**src/rtl/cnn1d_pkg.sv**
```systemverilog
// Shared helpers and types for the 1-D CNN blocks: integer log2, accumulator
// sizing and the transposed-convolution FSM state encoding.
package cnn1d_pkg;

   function automatic int clog2(input int n);
      int r;
      r = 0;
      for (int i = 0; i < 31; i++) begin
         if ((1 << i) < n) r = i + 1;
      end
      return r;
   endfunction

   // Full-precision product plus enough headroom to sum n of them.
   function automatic int acc_width(input int dw, input int n);
      return 2 * dw + clog2(n);
   endfunction

   typedef enum logic [1:0] {
      ST_IDLE  = 2'd0,
      ST_MAC   = 2'd1,
      ST_DRAIN = 2'd2,
      ST_EMIT  = 2'd3
   } conv_state_e;

endpackage

```
**src/rtl/ola_buffer.sv**
```systemverilog
// Overlap-add accumulator array: per-slot add, indexed read of the output
// slice, and a shift by SHIFT slots once the oldest slots have been emitted.
module ola_buffer
   import cnn1d_pkg::*;
#(
   parameter int DEPTH   = 5,
   parameter int ACC_W   = 27,
   parameter int SHIFT   = 2,
   parameter int IDX_W   = 3,
   parameter int OUT_MSB = 11,
   parameter int OUT_W   = 12
) (
   input  logic                    clk,
   input  logic                    clear_i,
   input  logic                    add_en_i,
   input  logic [IDX_W-1:0]        add_idx_i,
   input  logic signed [ACC_W-1:0] addend_i,
   input  logic [IDX_W-1:0]        rd_idx_i,
   output logic [OUT_W-1:0]        rd_slice_o,
   input  logic                    shift_i
);

   logic signed [ACC_W-1:0] acc_q [DEPTH];
   logic signed [ACC_W-1:0] acc_d [DEPTH];

   always_comb begin
      for (int i = 0; i < DEPTH; i++) acc_d[i] = acc_q[i];
      if (shift_i) begin
         for (int i = 0; i < DEPTH; i++) acc_d[i] = '0;
         for (int i = SHIFT; i < DEPTH; i++) acc_d[i-SHIFT] = acc_q[i];
      end else if (add_en_i) begin
         for (int i = 0; i < DEPTH; i++) begin
            if (add_idx_i == IDX_W'(i)) acc_d[i] = acc_q[i] + addend_i;
         end
      end
   end

   always_comb begin
      rd_slice_o = '0;
      for (int i = 0; i < DEPTH; i++) begin
         if (rd_idx_i == IDX_W'(i)) rd_slice_o = acc_q[i][OUT_MSB -: OUT_W];
      end
   end

   always_ff @(posedge clk) begin
      if (clear_i) begin
         for (int i = 0; i < DEPTH; i++) acc_q[i] <= '0;
      end else begin
         for (int i = 0; i < DEPTH; i++) acc_q[i] <= acc_d[i];
      end
   end

endmodule

```
**src/rtl/conv1d_transpose.sv**
```systemverilog
// Upsampling 1-D transposed convolution (overlap-add) on a signed AXI-stream.
// Optional ReLU on the output is enabled with `define CONV1D_TRANSPOSE_RELU_EN.
//
//  state    | meaning
//  ---------+-----------------------------------------------------------
//  ST_IDLE  | waiting for an input beat (ready_in high)
//  ST_MAC   | one tap per cycle: x*w[k] into the product register
//  ST_DRAIN | final product added into its accumulator slot
//  ST_EMIT  | STRIDE finished slots loaded into the output register
module conv1d_transpose
   import cnn1d_pkg::*;
#(
   parameter int DATA_WIDTH  = 12,
   parameter int FILTER_SIZE = 5,
   parameter int STRIDE      = 2,
   parameter int FRACTION    = 0
) (
   input  logic                                  clk,
   input  logic                                  rst,
   output logic                                  conv1dt_ready_in,
   input  logic                                  conv1dt_valid_in,
   input  logic [DATA_WIDTH-1:0]                 conv1dt_data_in,
   input  logic [FILTER_SIZE-1:0][DATA_WIDTH-1:0] conv1dt_weights,
   input  logic [DATA_WIDTH-1:0]                 conv1dt_bias,
   input  logic                                  conv1dt_ready_out,
   output logic                                  conv1dt_valid_out,
   output logic [DATA_WIDTH-1:0]                 conv1dt_data_out
);

   localparam int ACC_W   = acc_width(DATA_WIDTH, FILTER_SIZE);
   localparam int PROD_W  = 2 * DATA_WIDTH;
   localparam int OUT_MSB = PROD_W - 1 - (DATA_WIDTH - FRACTION);
   localparam int TAP_W   = (FILTER_SIZE > 1) ? clog2(FILTER_SIZE) : 1;
   localparam int EMIT_W  = (STRIDE > 1) ? clog2(STRIDE) : 1;
   localparam logic [TAP_W-1:0]  LAST_TAP  = TAP_W'(FILTER_SIZE - 1);
   localparam logic [EMIT_W-1:0] LAST_EMIT = EMIT_W'(STRIDE - 1);

   conv_state_e state_q, state_d;

   logic [DATA_WIDTH-1:0]    x_q, x_d;
   logic [TAP_W-1:0]         tap_q, tap_d;
   logic signed [PROD_W-1:0] prod_q, prod_d;
   logic                     prod_vld_q, prod_vld_d;
   logic [TAP_W-1:0]         prod_idx_q, prod_idx_d;
   logic [EMIT_W-1:0]        emit_q, emit_d;
   logic                     valid_q, valid_d;
   logic [DATA_WIDTH-1:0]    data_q, data_d;

   logic                     ready_in;
   logic                     accept;
   logic                     issue;
   logic                     load;
   logic                     shift;
   logic [DATA_WIDTH-1:0]    w_sel;
   logic signed [PROD_W-1:0] mult;
   logic [DATA_WIDTH-1:0]    slot;
   logic [DATA_WIDTH-1:0]    biased;
   logic [DATA_WIDTH-1:0]    out_val;

   // FSM: state register
   always_ff @(posedge clk) begin
      if (rst) state_q <= ST_IDLE;
      else     state_q <= state_d;
   end

   // FSM: next state
   always_comb begin
      state_d = state_q;
      case (state_q)
         ST_IDLE:  if (accept) state_d = ST_MAC;
         ST_MAC:   if (tap_q == LAST_TAP) state_d = ST_DRAIN;
         ST_DRAIN: state_d = ST_EMIT;
         ST_EMIT:  if (shift) state_d = ST_IDLE;
         default:  state_d = ST_IDLE;
      endcase
   end

   // FSM: outputs
   always_comb begin
      ready_in = (state_q == ST_IDLE) && !rst;
      accept   = ready_in && conv1dt_valid_in;
      issue    = (state_q == ST_MAC);
      load     = (state_q == ST_EMIT) && (!valid_q || conv1dt_ready_out);
      shift    = load && (emit_q == LAST_EMIT);
   end

   always_comb begin
      w_sel = '0;
      for (int k = 0; k < FILTER_SIZE; k++) begin
         if (tap_q == TAP_W'(k)) w_sel = conv1dt_weights[k];
      end
   end

   assign mult = PROD_W'($signed(x_q)) * PROD_W'($signed(w_sel));

   ola_buffer #(
      .DEPTH   (FILTER_SIZE),
      .ACC_W   (ACC_W),
      .SHIFT   (STRIDE),
      .IDX_W   (TAP_W),
      .OUT_MSB (OUT_MSB),
      .OUT_W   (DATA_WIDTH)
   ) u_ola (
      .clk        (clk),
      .clear_i    (rst),
      .add_en_i   (prod_vld_q),
      .add_idx_i  (prod_idx_q),
      .addend_i   (ACC_W'(prod_q)),
      .rd_idx_i   (TAP_W'(emit_q)),
      .rd_slice_o (slot),
      .shift_i    (shift)
   );

   // Bias add wraps at DATA_WIDTH; no saturation.
   assign biased = slot + conv1dt_bias;

`ifdef CONV1D_TRANSPOSE_RELU_EN
   assign out_val = biased[DATA_WIDTH-1] ? '0 : biased;
`else
   assign out_val = biased;
`endif

   always_comb begin
      x_d        = x_q;
      tap_d      = tap_q;
      prod_d     = prod_q;
      prod_vld_d = issue;
      prod_idx_d = prod_idx_q;
      emit_d     = emit_q;
      valid_d    = valid_q;
      data_d     = data_q;
      if (accept) begin
         x_d   = conv1dt_data_in;
         tap_d = '0;
      end
      if (issue) begin
         prod_d     = mult;
         prod_idx_d = tap_q;
         tap_d      = (tap_q == LAST_TAP) ? '0 : tap_q + TAP_W'(1);
      end
      if (load) begin
         valid_d = 1'b1;
         data_d  = out_val;
         emit_d  = (emit_q == LAST_EMIT) ? '0 : emit_q + EMIT_W'(1);
      end else if (conv1dt_ready_out) begin
         valid_d = 1'b0;
      end
   end

   always_ff @(posedge clk) begin
      if (rst) begin
         x_q        <= '0;
         tap_q      <= '0;
         prod_q     <= '0;
         prod_vld_q <= 1'b0;
         prod_idx_q <= '0;
         emit_q     <= '0;
         valid_q    <= 1'b0;
         data_q     <= '0;
      end else begin
         x_q        <= x_d;
         tap_q      <= tap_d;
         prod_q     <= prod_d;
         prod_vld_q <= prod_vld_d;
         prod_idx_q <= prod_idx_d;
         emit_q     <= emit_d;
         valid_q    <= valid_d;
         data_q     <= data_d;
      end
   end

   assign conv1dt_ready_in  = ready_in;
   assign conv1dt_valid_out = valid_q;
   assign conv1dt_data_out  = data_q;

endmodule

```
**config.mk**
```make
export PLATFORM = sky130hd
export DESIGN_NAME = conv1d_transpose
export DESIGN_NICKNAME = d
export VERILOG_FILES = /design/src/rtl/cnn1d_pkg.sv /design/src/rtl/ola_buffer.sv /design/src/rtl/conv1d_transpose.sv
export SDC_FILE = /design/constraint.sdc
export NUM_CORES = 1
export LEC_CHECK = 0
export ABC_CLOCK_PERIOD_IN_PS = 11300
export CORE_MARGIN = 10
export CORE_UTILIZATION = 65
export CTS_BUF_LIST = sky130_fd_sc_hd__clkbuf_8
export CTS_CLUSTER_DIAMETER = 30
export DETAILED_ROUTE_END_ITERATION = 10
export PLACE_DENSITY = 0.9
export SLEW_MARGIN = 15
export SYNTH_ARGS = -nofsm -noshare
export SYNTH_HDL_FRONTEND = slang
export SYNTH_SLANG_ARGS = --single-unit
```
**constraint.sdc**
```tcl
create_clock -name clk -period 11.3 [get_ports clk]
set_clock_uncertainty 0.15 [all_clocks]
set_input_delay 1.13 -clock clk [delete_from_list [all_inputs] [get_ports clk]]
set_output_delay 1.13 -clock clk [all_outputs]
set_load 0.01 [all_outputs]
```
==> flow_metrics.py <==
metrics = {
    "run_status": {
        "status": "finished, final reports clean",
    },
    "synthesis": {
        "syn_area_mm2": 0.00995,
        "syn_inst": 1228,
        "synth.area.top_cells": "dfxtp_1, ha_1, fa_1",
        "synth_edf_count": 0,
        "synth.distinct_cells": 67,
        "ys_seq_area_frac": 0.215,
        "syn_area_per_cell_um2": 8.10,
        "syn_nets": 1472,
        "synth_top_area_frac": 0.215,
        "yosysWarnings": 0,
        "ys.flop_type": "dfxtp_1",
        "yosys_register_bits": 107,
        "yosys.area.top_type": "dfxtp_1",
        "async_reset_ff_frac": 0,
    },
    "critical_path": {
        "cp_num_buf_inv": 5,
        "worst_setup_path_end_kind": "flip-flop",
        "r2r-end": "prod_q[11]",
        "arrival_ns": 7.84,
        "startpoint_type": "flip-flop",
        "reg2regPathDepth": 24,
        "reg2reg_from": "tap_q[2]",
        "crit_required_ns": 11.40,
        "max_stage_delay_ns": 0.75,
        "path_cells": "inv_2 -> ha_1 -> or3b_1 -> o221ai_1 -> a21oi_1 -> and2_1 -> fa_1 -> ha_1 -> inv_1 -> fa_1 -> inv_1 -> fa_1 -> inv_1 -> fa_1 -> inv_1 -> ha_1 -> o21a_1 -> o31a_1 -> o22ai_1 -> xnor3_1 -> xnor3_1 -> xnor3_1 -> mux2i_1 -> nor2_1",
        "cpLargestDelayFamily": "adder cells",
        "path_class": "flip-flop to flip-flop",
        "cp_max_fo": 19,
        "cp_slowest_cell": "dfxtp_1",
        "r2r_slack_ns": 3.56,
    },
    "timing": {
        "final-setup-viol-count": 0,
        "worstMarginPinSlew_ns": 0.933,
        "max_freq_ghz": 0.129,
        "period_needed_ns": 7.74,
        "slew_headroom": 0.378,
        "setup_ws_ns": 3.56,
        "timing.final.crit_share": 0.685,
        "drv_slew": 0,
        "hold_violations": 0,
        "totalNegativeSetupSlack_ns": 0,
        "rsz0062_at_grt": "no",
    },
    "detailed_routing": {
        "drc": 0,
        "drt-pass1-iter-count": 6,
        "vias_per_cell": 6.28,
        "num_vias": 9305,
        "antenna_left": 0,
        "wl_per_cell_um": 18.9,
        "drt_iter0_drc": 1022,
        "wl_mm": 28.0,
    },
    "clock_network": {
        "cts_tree": "yes",
        "root_buffer": "clkbuf_8",
        "clock-sinks": 107,
        "clockBufferDepth": 2,
        "clkLatencyLatePin_ns": 0.39,
        "h-tree-depth": 3,
        "cts.clk_slew.worst_paths_ns": 0.11,
        "cts_buffers": 9,
        "cts.hold.buffers_added": 0,
        "postCtsSetupBuffers": 0,
        "cts_resized": 0,
    },
    "floorplan": {
        "die_area_mm2": 0.0207,
        "row_count": 45,
        "coreArea_mm2": 0.0151,
        "start_util": 0.660,
        "die_x_um": 144,
        "io_pins": 102,
        "dieHeight_um": 144,
    },
    "power_and_ir_drop": {
        "power_uw": 1700,
        "powerDensity_mw_per_mm2": 152,
        "vdd_drop_max_v": 0.0000987,
        "leakage_uw": 0.00486,
    },
    "worst_hold_path": {
        "hold_end": "conv1dt_data_out[3]",
        "hp-class": "flip-flop to flip-flop",
        "hold_start": "conv1dt_data_out[3]",
        "whs_path_depth": 2,
    },
    "placement": {
        "postPlaceCellArea_mm2": 0.0110,
        "gp_congestion": 1.00,
        "portBuffers": 101,
        "dp_slack_ns": 3.66,
        "dp_hpwl_mm": 21.1,
    },
    "layout": {
        "antenna_cells": 0,
        "area_delta_synth_final_pct": 12.5,
        "drive_gt1_frac": 0.0387,
        "design_area_mm2": 0.0112,
        "nets": 1532,
    },
    "global_route": {
        "grt-ovfl-total": 0,
        "antenna_found_initial": 0,
        "grt_pass1_vias": 8974,
        "grt_pass1_wl_mm": 45.2,
        "grt_util_all_layers": 0.269,
        "grt_max_degree": 72,
    },
    "job": {
        "maxCapViolCount": 0,
    },
}
placed cells by master, fill, tap and decap left out, types with 8 or more instances in the layout:
cell,instances
xnor2_1,39
nor2b_1,21
and2_1,44
dfxtp_1,107
and3_1,10
a211oi_1,24
nand2_1,146
o21ai_0,51
a311oi_1,23
clkbuf_8,9
a21o_1,15
clkdlybuf4s50_1,100
nand3_1,31
a31oi_1,13
ha_1,111
nand3b_1,9
o21bai_1,10
o21a_1,13
or3_1,12
o211ai_1,8
inv_1,97
nor2_1,97
fa_1,45
xor2_1,18
nand2b_1,11
mux2i_1,18
mux2_2,11
a21oi_1,70
nor3_1,29
kinds of logic (layout without fill, tap and decap cells):
kind of cell / Yosys count / count (layout) / synth area share
fa+ha+maj: 156 / 156 / 0.230
xor+xnor: 62 / 62 / 0.0615
buf+inv: 155 / 220 / 0.0617
simple gates: 444 / 444 / 0.216
mux: 29 / 29 / 0.0306
compound gates: 275 / 275 / 0.184
flops: 107 / 107 / 0.215
per-stage QoR:
step                       util  cells  hold slack (ns)
after floorplan               -   1228            0.294
after global placement    0.728   1465            0.291
after detailed placement  0.729   1465            0.297
after CTS                 0.742   1481            0.309
after global routing      0.742   1481            0.329
final                     0.742   1481            0.306
sequential cells by signal (all words and copies together), names as in the netlist:
register	count
conv1dt_data_out	12
conv1dt_valid_out	1
emit_q	1
prod_idx_q	3
prod_q	12
prod_vld_q	1
state_q	2
tap_q	3
u_ola.acc_q	60
x_q	12
how the worst max path moves through the flow:
stage          cells after the start                from          to
2_1_floorplan                     21  conv1dt_weights[0]  prod_q[11]
3_3_place_gp                      23  conv1dt_weights[4]  prod_q[11]
3_5_place_dp                      23  conv1dt_weights[3]  prod_q[11]
4_1_cts                           24            tap_q[2]  prod_q[11]
5_1_grt                           24            tap_q[2]  prod_q[11]
6_report                          24            tap_q[2]  prod_q[11]
power breakdown:
| group | switching, µW | internal (µW) |
|---|---|---|
| sequential | 76.9 | 411 |
| combinational | 522 | 446 |
| clock | 145 | 104 |
| total | 744 | 961 |
routing by layer:
layer | share of wire | wire length (µm) | vias up | GRT usage
met1 | 0.41 | 11500 | 4371 | 0.348
met2 | 0.45 | 12800 | 451 | 0.438
met3 | 0.10 | 2850 | 84 | 0.0508
met5 | 0 | 0 | - | 0
li1 | - | - | 4399 | -
met4 | 0.033 | 931 | 0 | 0.0994
synth_stat cells, types with 5 or more instances:
library cell and count:
or3_1 12, and2_1 44, a21oi_1 70, nand3_1 31, xnor2_1 39, xor2_1 18, a2111oi_0 6, a31oi_1 13
nor3_1 30, buf_2 5, xnor3_1 5, o31ai_1 5, a21o_1 15, nor2b_1 21, nand3b_1 9, o21ai_0 51
o211ai_1 8, o21bai_1 10, mux2_2 11, fa_1 45, nand2_1 147, mux2i_1 18, clkbuf_1 45, a311oi_1 23
a211oi_1 24, nor2_1 97, and3_1 10, nand2b_1 11, dfxtp_1 107, ha_1 111, inv_1 96, nor3b_1 7
o21a_1 13
tightest hold or removal path, stage by stage, from the launching register on:
cell and delay [ns]:
dfxtp_1 0.33, nand2_1 0.05, a21oi_1 0.05
final cells by class:
type	count	area, µm²
well taps	188	235
clock inverters	7	75.1
inverters	97	364
repair buffers	107	1050
multi-input cells	966	7210
fillers	1109	3890
flip-flops and latches	107	2140
clock buffers	9	124
Note: power is estimated with default switching activity, not from simulation.
